--- config.mk ---
export PLATFORM = sky130hd
export DESIGN_NAME = aw_engine_flat
export DESIGN_NICKNAME = d
export VERILOG_FILES = /design/src/rtl/aw_engine_if.sv /design/src/rtl/aw_engine.sv /design/src/flat_wrapper.sv
export SDC_FILE = /design/constraint.sdc
export NUM_CORES = 1
export LEC_CHECK = 0
export ABC_AREA = 1
export ABC_CLOCK_PERIOD_IN_PS = 3500
export BUFFER_PORTS_ARGS = -buffer_cell sky130_fd_sc_hd__clkbuf_2
export CORE_MARGIN = 10
export CORE_UTILIZATION = 56
export DETAILED_ROUTE_END_ITERATION = 10
export PLACE_DENSITY_LB_ADDON = 0.25
export SETUP_SLACK_MARGIN = 0.2
export SLEW_MARGIN = 20
export SYNTH_ARGS = -nofsm -noshare
export SYNTH_HDL_FRONTEND = slang
export SYNTH_SLANG_ARGS = --single-unit
--- constraint.sdc ---
create_clock -name clk -period 3.5 [get_ports clk]
set_input_delay 0.35 -clock clk [delete_from_list [all_inputs] [get_ports clk]]
set_output_delay 0.35 -clock clk [all_outputs]
set_load 0.02 [all_outputs]
--- src/rtl/aw_engine_if.sv ---
// AXI4 write-address channel bundle; the engine drives it through the master modport.
interface AXI4_AW #(
  parameter int ADDR_WIDTH = 64,
  parameter int ID_WIDTH   = 1
);
  logic [ID_WIDTH-1:0]   awid;
  logic [ADDR_WIDTH-1:0] awaddr;
  logic [7:0]            awlen;
  logic [2:0]            awsize;
  logic [1:0]            awburst;
  logic                  awlock;
  logic [3:0]            awcache;
  logic [2:0]            awprot;
  logic [3:0]            awqos;
  logic                  awvalid;
  logic                  awready;

  modport master (
    output awid, awaddr, awlen, awsize, awburst, awlock, awcache, awprot, awqos, awvalid,
    input  awready
  );
  modport slave (
    input  awid, awaddr, awlen, awsize, awburst, awlock, awcache, awprot, awqos, awvalid,
    output awready
  );
endinterface

--- src/rtl/aw_engine.sv ---
// DMA write-address stage: splits (addr, btt) into AXI4 INCR bursts capped at
// MAX_BURST_LEN beats and 4KB boundaries, with a matching beat count to the W engine.
module aw_engine #(
  parameter int AXI_DATA_WIDTH = 64,
  parameter int AXI_ADDR_WIDTH = 64,
  parameter int BTT_WIDTH      = 23,
  parameter int MAX_BURST_LEN  = 256
) (
  input  logic                      clk,
  input  logic                      rstn,
  input  logic                      start,
  input  logic [AXI_ADDR_WIDTH-1:0] addr,
  input  logic [BTT_WIDTH-1:0]      btt,
  output logic                      busy,
  output logic                      new_transaction,
  output logic                      last_transaction,
  output logic                      wcmd_valid,
  input  logic                      wcmd_ready,
  output logic [8:0]                wcmd_beats,
  AXI4_AW.master                    aw_chan
);
  localparam int BEAT_BYTES = AXI_DATA_WIDTH / 8;
  localparam int LOW        = $clog2(BEAT_BYTES);
  localparam int RW         = BTT_WIDTH - LOW;
  localparam int CW         = (RW > 13) ? RW : 13;

  typedef enum logic [1:0] {IDLE, CALC, ISSUE} state_t;
  typedef struct packed {
    logic [8:0] beats;
    logic       last;
  } burst_t;

  state_t                    state, state_n;
  logic [AXI_ADDR_WIDTH-1:0] addr_q;
  logic [RW-1:0]             rem_q;
  burst_t                    cur;
  logic                      aw_done, w_done;

  logic [12:0]   to4k;
  logic [CW-1:0] rem_x, cap_x, t4_x, beats_c;
  logic          aw_hs, w_hs, both_done;

  // Beats left before the next 4KB boundary; never zero since addr is beat-aligned.
  assign to4k  = (13'h1000 - {1'b0, addr_q[11:0]}) >> LOW;
  assign rem_x = CW'(rem_q);
  assign cap_x = CW'(MAX_BURST_LEN);
  assign t4_x  = CW'(to4k);

  always_comb begin
    beats_c = rem_x;
    if (cap_x < beats_c) beats_c = cap_x;
    if (t4_x < beats_c)  beats_c = t4_x;
  end

  assign aw_chan.awvalid = (state == ISSUE) && !aw_done;
  assign wcmd_valid      = (state == ISSUE) && !w_done;
  assign aw_hs           = aw_chan.awvalid && aw_chan.awready;
  assign w_hs            = wcmd_valid && wcmd_ready;
  // Either channel may complete first; the burst retires once both have.
  assign both_done       = (aw_done || aw_hs) && (w_done || w_hs);

  assign busy             = (state != IDLE);
  assign new_transaction  = aw_hs;
  assign last_transaction = aw_hs && cur.last;
  assign wcmd_beats       = cur.beats;

  assign aw_chan.awid    = '0;
  assign aw_chan.awaddr  = addr_q;
  assign aw_chan.awlen   = 8'(cur.beats - 9'd1);
  assign aw_chan.awsize  = 3'(LOW);
  assign aw_chan.awburst = 2'b01;
  assign aw_chan.awlock  = 1'b0;
  assign aw_chan.awcache = 4'd0;
  assign aw_chan.awprot  = 3'd0;
  assign aw_chan.awqos   = 4'd0;

  always_comb begin
    state_n = state;
    case (state)
      IDLE:    if (start && (btt[BTT_WIDTH-1:LOW] != '0)) state_n = CALC;
      CALC:    state_n = ISSUE;
      ISSUE:   if (both_done) state_n = (rem_q == RW'(cur.beats)) ? IDLE : CALC;
      default: state_n = IDLE;
    endcase
  end

  always_ff @(posedge clk) begin
    if (!rstn) begin
      state   <= IDLE;
      addr_q  <= '0;
      rem_q   <= '0;
      cur     <= '0;
      aw_done <= 1'b0;
      w_done  <= 1'b0;
    end else begin
      state <= state_n;
      case (state)
        IDLE: if (start) begin
          addr_q <= addr;
          rem_q  <= btt[BTT_WIDTH-1:LOW];
        end
        CALC: begin
          cur.beats <= beats_c[8:0];
          cur.last  <= (beats_c == rem_x);
          aw_done   <= 1'b0;
          w_done    <= 1'b0;
        end
        ISSUE: begin
          if (both_done) begin
            addr_q  <= addr_q + (AXI_ADDR_WIDTH'(cur.beats) << LOW);
            rem_q   <= rem_q - RW'(cur.beats);
            aw_done <= 1'b0;
            w_done  <= 1'b0;
          end else begin
            if (aw_hs) aw_done <= 1'b1;
            if (w_hs)  w_done  <= 1'b1;
          end
        end
        default: ;
      endcase
    end
  end
endmodule
--- src/flat_wrapper.sv ---
// flat-port wrapper written by rule: the top's interface ports become plain ports
module aw_engine_flat 
#(
  parameter int AXI_DATA_WIDTH = 64,
  parameter int AXI_ADDR_WIDTH = 64,
  parameter int BTT_WIDTH      = 23,
  parameter int MAX_BURST_LEN  = 256
)
  (clk, rstn, start, addr, btt, busy, new_transaction, last_transaction, wcmd_valid, wcmd_ready, wcmd_beats, aw_chan_awid, aw_chan_awaddr, aw_chan_awlen, aw_chan_awsize, aw_chan_awburst, aw_chan_awlock, aw_chan_awcache, aw_chan_awprot, aw_chan_awqos, aw_chan_awvalid, aw_chan_awready);
  AXI4_AW aw_chan_i ();
  input  logic clk;
  input  logic rstn;
  input  logic start;
  input  logic [AXI_ADDR_WIDTH-1:0] addr;
  input  logic [BTT_WIDTH-1:0] btt;
  output logic busy;
  output logic new_transaction;
  output logic last_transaction;
  output logic wcmd_valid;
  input  logic wcmd_ready;
  output logic [8:0] wcmd_beats;
  output wire logic [$bits(aw_chan_i.awid)-1:0] aw_chan_awid;
  output wire logic [$bits(aw_chan_i.awaddr)-1:0] aw_chan_awaddr;
  output wire logic [$bits(aw_chan_i.awlen)-1:0] aw_chan_awlen;
  output wire logic [$bits(aw_chan_i.awsize)-1:0] aw_chan_awsize;
  output wire logic [$bits(aw_chan_i.awburst)-1:0] aw_chan_awburst;
  output wire logic [$bits(aw_chan_i.awlock)-1:0] aw_chan_awlock;
  output wire logic [$bits(aw_chan_i.awcache)-1:0] aw_chan_awcache;
  output wire logic [$bits(aw_chan_i.awprot)-1:0] aw_chan_awprot;
  output wire logic [$bits(aw_chan_i.awqos)-1:0] aw_chan_awqos;
  output wire logic [$bits(aw_chan_i.awvalid)-1:0] aw_chan_awvalid;
  input wire logic [$bits(aw_chan_i.awready)-1:0] aw_chan_awready;
  assign aw_chan_awid = aw_chan_i.awid;
  assign aw_chan_awaddr = aw_chan_i.awaddr;
  assign aw_chan_awlen = aw_chan_i.awlen;
  assign aw_chan_awsize = aw_chan_i.awsize;
  assign aw_chan_awburst = aw_chan_i.awburst;
  assign aw_chan_awlock = aw_chan_i.awlock;
  assign aw_chan_awcache = aw_chan_i.awcache;
  assign aw_chan_awprot = aw_chan_i.awprot;
  assign aw_chan_awqos = aw_chan_i.awqos;
  assign aw_chan_awvalid = aw_chan_i.awvalid;
  assign aw_chan_i.awready = aw_chan_awready;
  aw_engine #(.AXI_DATA_WIDTH(AXI_DATA_WIDTH), .AXI_ADDR_WIDTH(AXI_ADDR_WIDTH), .BTT_WIDTH(BTT_WIDTH), .MAX_BURST_LEN(MAX_BURST_LEN)) u_core (.clk(clk), .rstn(rstn), .start(start), .addr(addr), .btt(btt), .busy(busy), .new_transaction(new_transaction), .last_transaction(last_transaction), .wcmd_valid(wcmd_valid), .wcmd_ready(wcmd_ready), .wcmd_beats(wcmd_beats), .aw_chan(aw_chan_i));
endmodule
==> reports/summary.txt <==
post-DP HPWL - 26.1 mm
DR DRC count - 0
H-tree levels - 3
total core area - 0.0152 mm^2
family with the most delay on the worst path - simple AND/OR/NAND/NOR gates
per-cell routed wire length - 19.0 um
global-route wire length before repair - 49.6 mm
Tcrit/Tclk final - 91.3%
largest net degree at the start of global routing - 103
largest fanout on the critical path - 5
Synth cell types - 63
Max clock buf depth - 2
Initial Utilization - 57.2%
Seq cells post-synth - 98
Cells after Synth - 1383
Synth area leaders - dfxtp_1 (23%), nand2_1 (13%), inv_1 (7.5%)
Top FF cell, synth - dfxtp_1
hold endpoint - u_core.aw_chan.awaddr[0]$_SDFFE_PN0P_
setup slack after layout - 0.303 ns
die outline area - 0.0209 mm^2
share of layout cells above drive strength 1 - 21.1%
Required @ worst endpoint - 3.80 ns
post-synthesis sequential area ratio - 22.6%
Synth Cell Area - 0.00870 mm^2
average size of a mapped cell - 6.29 um^2
Data arrival, critical path - 3.50 ns
Worst Clk Skew - 0.00758 ns
worst vdd ir - 0.641 mV
GRT Residual Overflow - 0
Buf+Inv Stages, Crit Path - 3
RSZ-0062 raised after global routing - true
First-pass DRT Iterations - 7
Core Util, Final - 66.3%
commonest non-fill, non-tap cells in the layout - nand2_1 (295), clkbuf_2 (174), inv_1 (170)
setup slack, reg-to-reg - 0.30 ns
share of flip-flops with an asynchronous set or reset - 0%
Area growth syn-to-layout - 15.9%
Post-Place Worst Slack - 0.101 ns
Root Buffer Master - clkbuf_16
Min-Delay Startpoint - addr[0]
CTS Sinks - 98
routed vias - 9980
die height - 145 um
initial DRC count - 1029
CTS tree - built
worst r2r src - u_core.aw_chan.awaddr[0]$_SDFFE_PN0P_
NumNets Final - 1660
setup TNS - 0 ns
routability cong. - 1.05
Final ANT Viol Nets - 0
FF-to-FF End - u_core.cur[0]$_SDFFE_PN0N_
Least-Margin Pin Slew - 1.10 ns
minimum clock period - 3.20 ns
worst relative slew slack - 26.4%
io pins - 196
Worst Hold Class - in -> reg
Synthesis Warnings - 0
vias in the first global route - 8967
Global Route Usage Sum - 30.3%
FP Rows - 45
Top cell by count, worst path - nand2_1
Critical Path Start Type - flop
critical-path cell list - nor2_4, nand4_4, nor2_4, nand2_4, nor2_8, buf_4, xor2_2, ha_1, a21oi_2, o21ai_2, a221oi_4, buf_6, buf_6, nand3_1, nand3_1, nand2_1, nor2_1, nand2_1, nor2_1, nand2_1, a21oi_2
largest area contributor in the netlist - dfxtp_1
Worst-Skew Late Latency - 0.37 ns
Final Hold Viols - 0
slowest CP cell - dfxtp_2
CP Class - reg -> reg
Final Max Slew Viols - 0
Hold Path Depth - 3
initial antenna violation count - 0
vias per cell - 5.78
crit-path max cell delay - 0.34 ns
Clk pin slew, worst setup/hold paths - 0.08 ns
CTS Buf Count - 9
Setup-failing EPs final - 0
Die X - 145 um
FMAX - 313 MHz
Synth top area share - 22.6%
Worst Reg2Reg Path Length in Cells - 21
Leak - 4.26 nW
outcome - finished clean
I/O Buffers - 174
Post-synth EDFFs - 0
most common cell after layout, fill and taps aside - nand2_1
ANT cells - 0
Filler Cell Count - 1415
CP endpoint kind - flop
total wire length - 32.9 mm
max_cap viols - 0
PD cells - 1140 mW/mm^2
## per-stage QoR
step	power, mW	hold slack, ns	cells	cell area, um^2
after floorplan	7.68	0.446	1400	8760
after global placement	9.66	0.461	1705	9630
after detailed placement	9.86	0.468	1705	9630
after CTS	11.1	0.223	1723	9980
after global routing	12.3	0.238	1726	10100
final	11.5	0.219	1726	10100
## synthesized netlist by cell type (8+ instances only)
library cell and n:
nand2_1 299, inv_1 173, nor2_1 133, a21oi_1 116
nand3_1 100, dfxtp_1 98, o211ai_1 51, o21ai_0 48
nor3_1 36, ha_1 33, buf_4 29, xor2_1 24
clkbuf_1 23, inv_2 21, buf_2 19, nand4_1 17
o21ai_1 14, nand2_2 13, nor4_1 11, xnor2_1 10
or2_1 8
## cells by family (layout without fill, tap and decap cells)
| family | Yosys count | after routing | share of synthesized area [%] |
|---|---|---|---|
| buf+inv | 275 | 413 | 13.7 |
| xor+xnor | 35 | 35 | 3.61 |
| fa+ha+maj | 35 | 35 | 5.21 |
| simple gates | 669 | 669 | 35.9 |
| other cells | 2 | 19 | 0.0864 |
| flops | 98 | 98 | 22.6 |
| compound gates | 269 | 269 | 18.9 |
## final cells by class
type	instances	area (um^2)	share of cell area [%]
flip-flops and latches	98	1970	19.5
inverters	198	758	7.52
well taps	188	235	2.33
clock buffers	9	225	2.23
multi-input cells	1027	5700	56.6
clock inverters	7	96.3	0.956
repair buffers	199	1090	10.9
## sequential cells by signal (all words and copies together), names as in the netlist
name and count:
u_core.cur 1, u_core.w_done 1, u_core.state 2, u_core.aw_done 1, u_core.rem_q 20, u_core.aw_chan.awaddr 64
u_core.wcmd_beats 9
## power by group
part / internal, mW / switching, mW / total (mW)
sequential: 1.62 / 0.762 / 2.38
clock: 0.579 / 0.543 / 1.12
combinational: 2.82 / 5.14 / 7.96
total: 5.01 / 6.44 / 11.5
## worst min-delay path, delay by kind of cell
kind / cells / cell delay, ns
buffers and inverters: 1 / 0.08
AO/OA/AOI/OAI: 1 / 0.05
AND/OR/NAND/NOR: 1 / 0.07
## what timing repair did
action | 4_1_cts | 5_1_grt
gates resized for setup | 3 | 21
setup buffers | 2 | 3
setup endpoints to repair | 1 | 10
hold buffers | 0 | 0
pin swaps | 2 | 10
## metal layers
metal	GRT usage (%)	wire length, um	vias up	share of wire, %
met5	0	0	-	0
met4	8.30	564	0	1.7
met3	4.30	3340	40	10
met2	47.0	14800	524	45
met1	42.7	14200	4591	43
li1	-	-	4825	-
## worst max path at each step
| stage | cells past startpoint | to | startpoint | slack (ns) |
|---|---|---|---|---|
| floorplan | 22 | u_core.cur[0]$_SDFFE_PN0N_ | u_core.aw_chan.awaddr[0]$_SDFFE_PN0P_ | 0.51 |
| global placement | 21 | u_core.cur[0]$_SDFFE_PN0N_ | u_core.aw_chan.awaddr[0]$_SDFFE_PN0P_ | 0.21 |
| detailed placement | 21 | u_core.cur[0]$_SDFFE_PN0N_ | u_core.aw_chan.awaddr[0]$_SDFFE_PN0P_ | 0.10 |
| CTS | 19 | u_core.cur[0]$_SDFFE_PN0N_ | u_core.rem_q[11]$_SDFFE_PN0P_ | 0.20 |
| global route | 24 | u_core.cur[0]$_SDFFE_PN0N_ | u_core.aw_chan.awaddr[0]$_SDFFE_PN0P_ | 0.14 |
| finish | 21 | u_core.cur[0]$_SDFFE_PN0N_ | u_core.aw_chan.awaddr[0]$_SDFFE_PN0P_ | 0.30 |
Note: power is estimated with default switching activity, not from simulation.
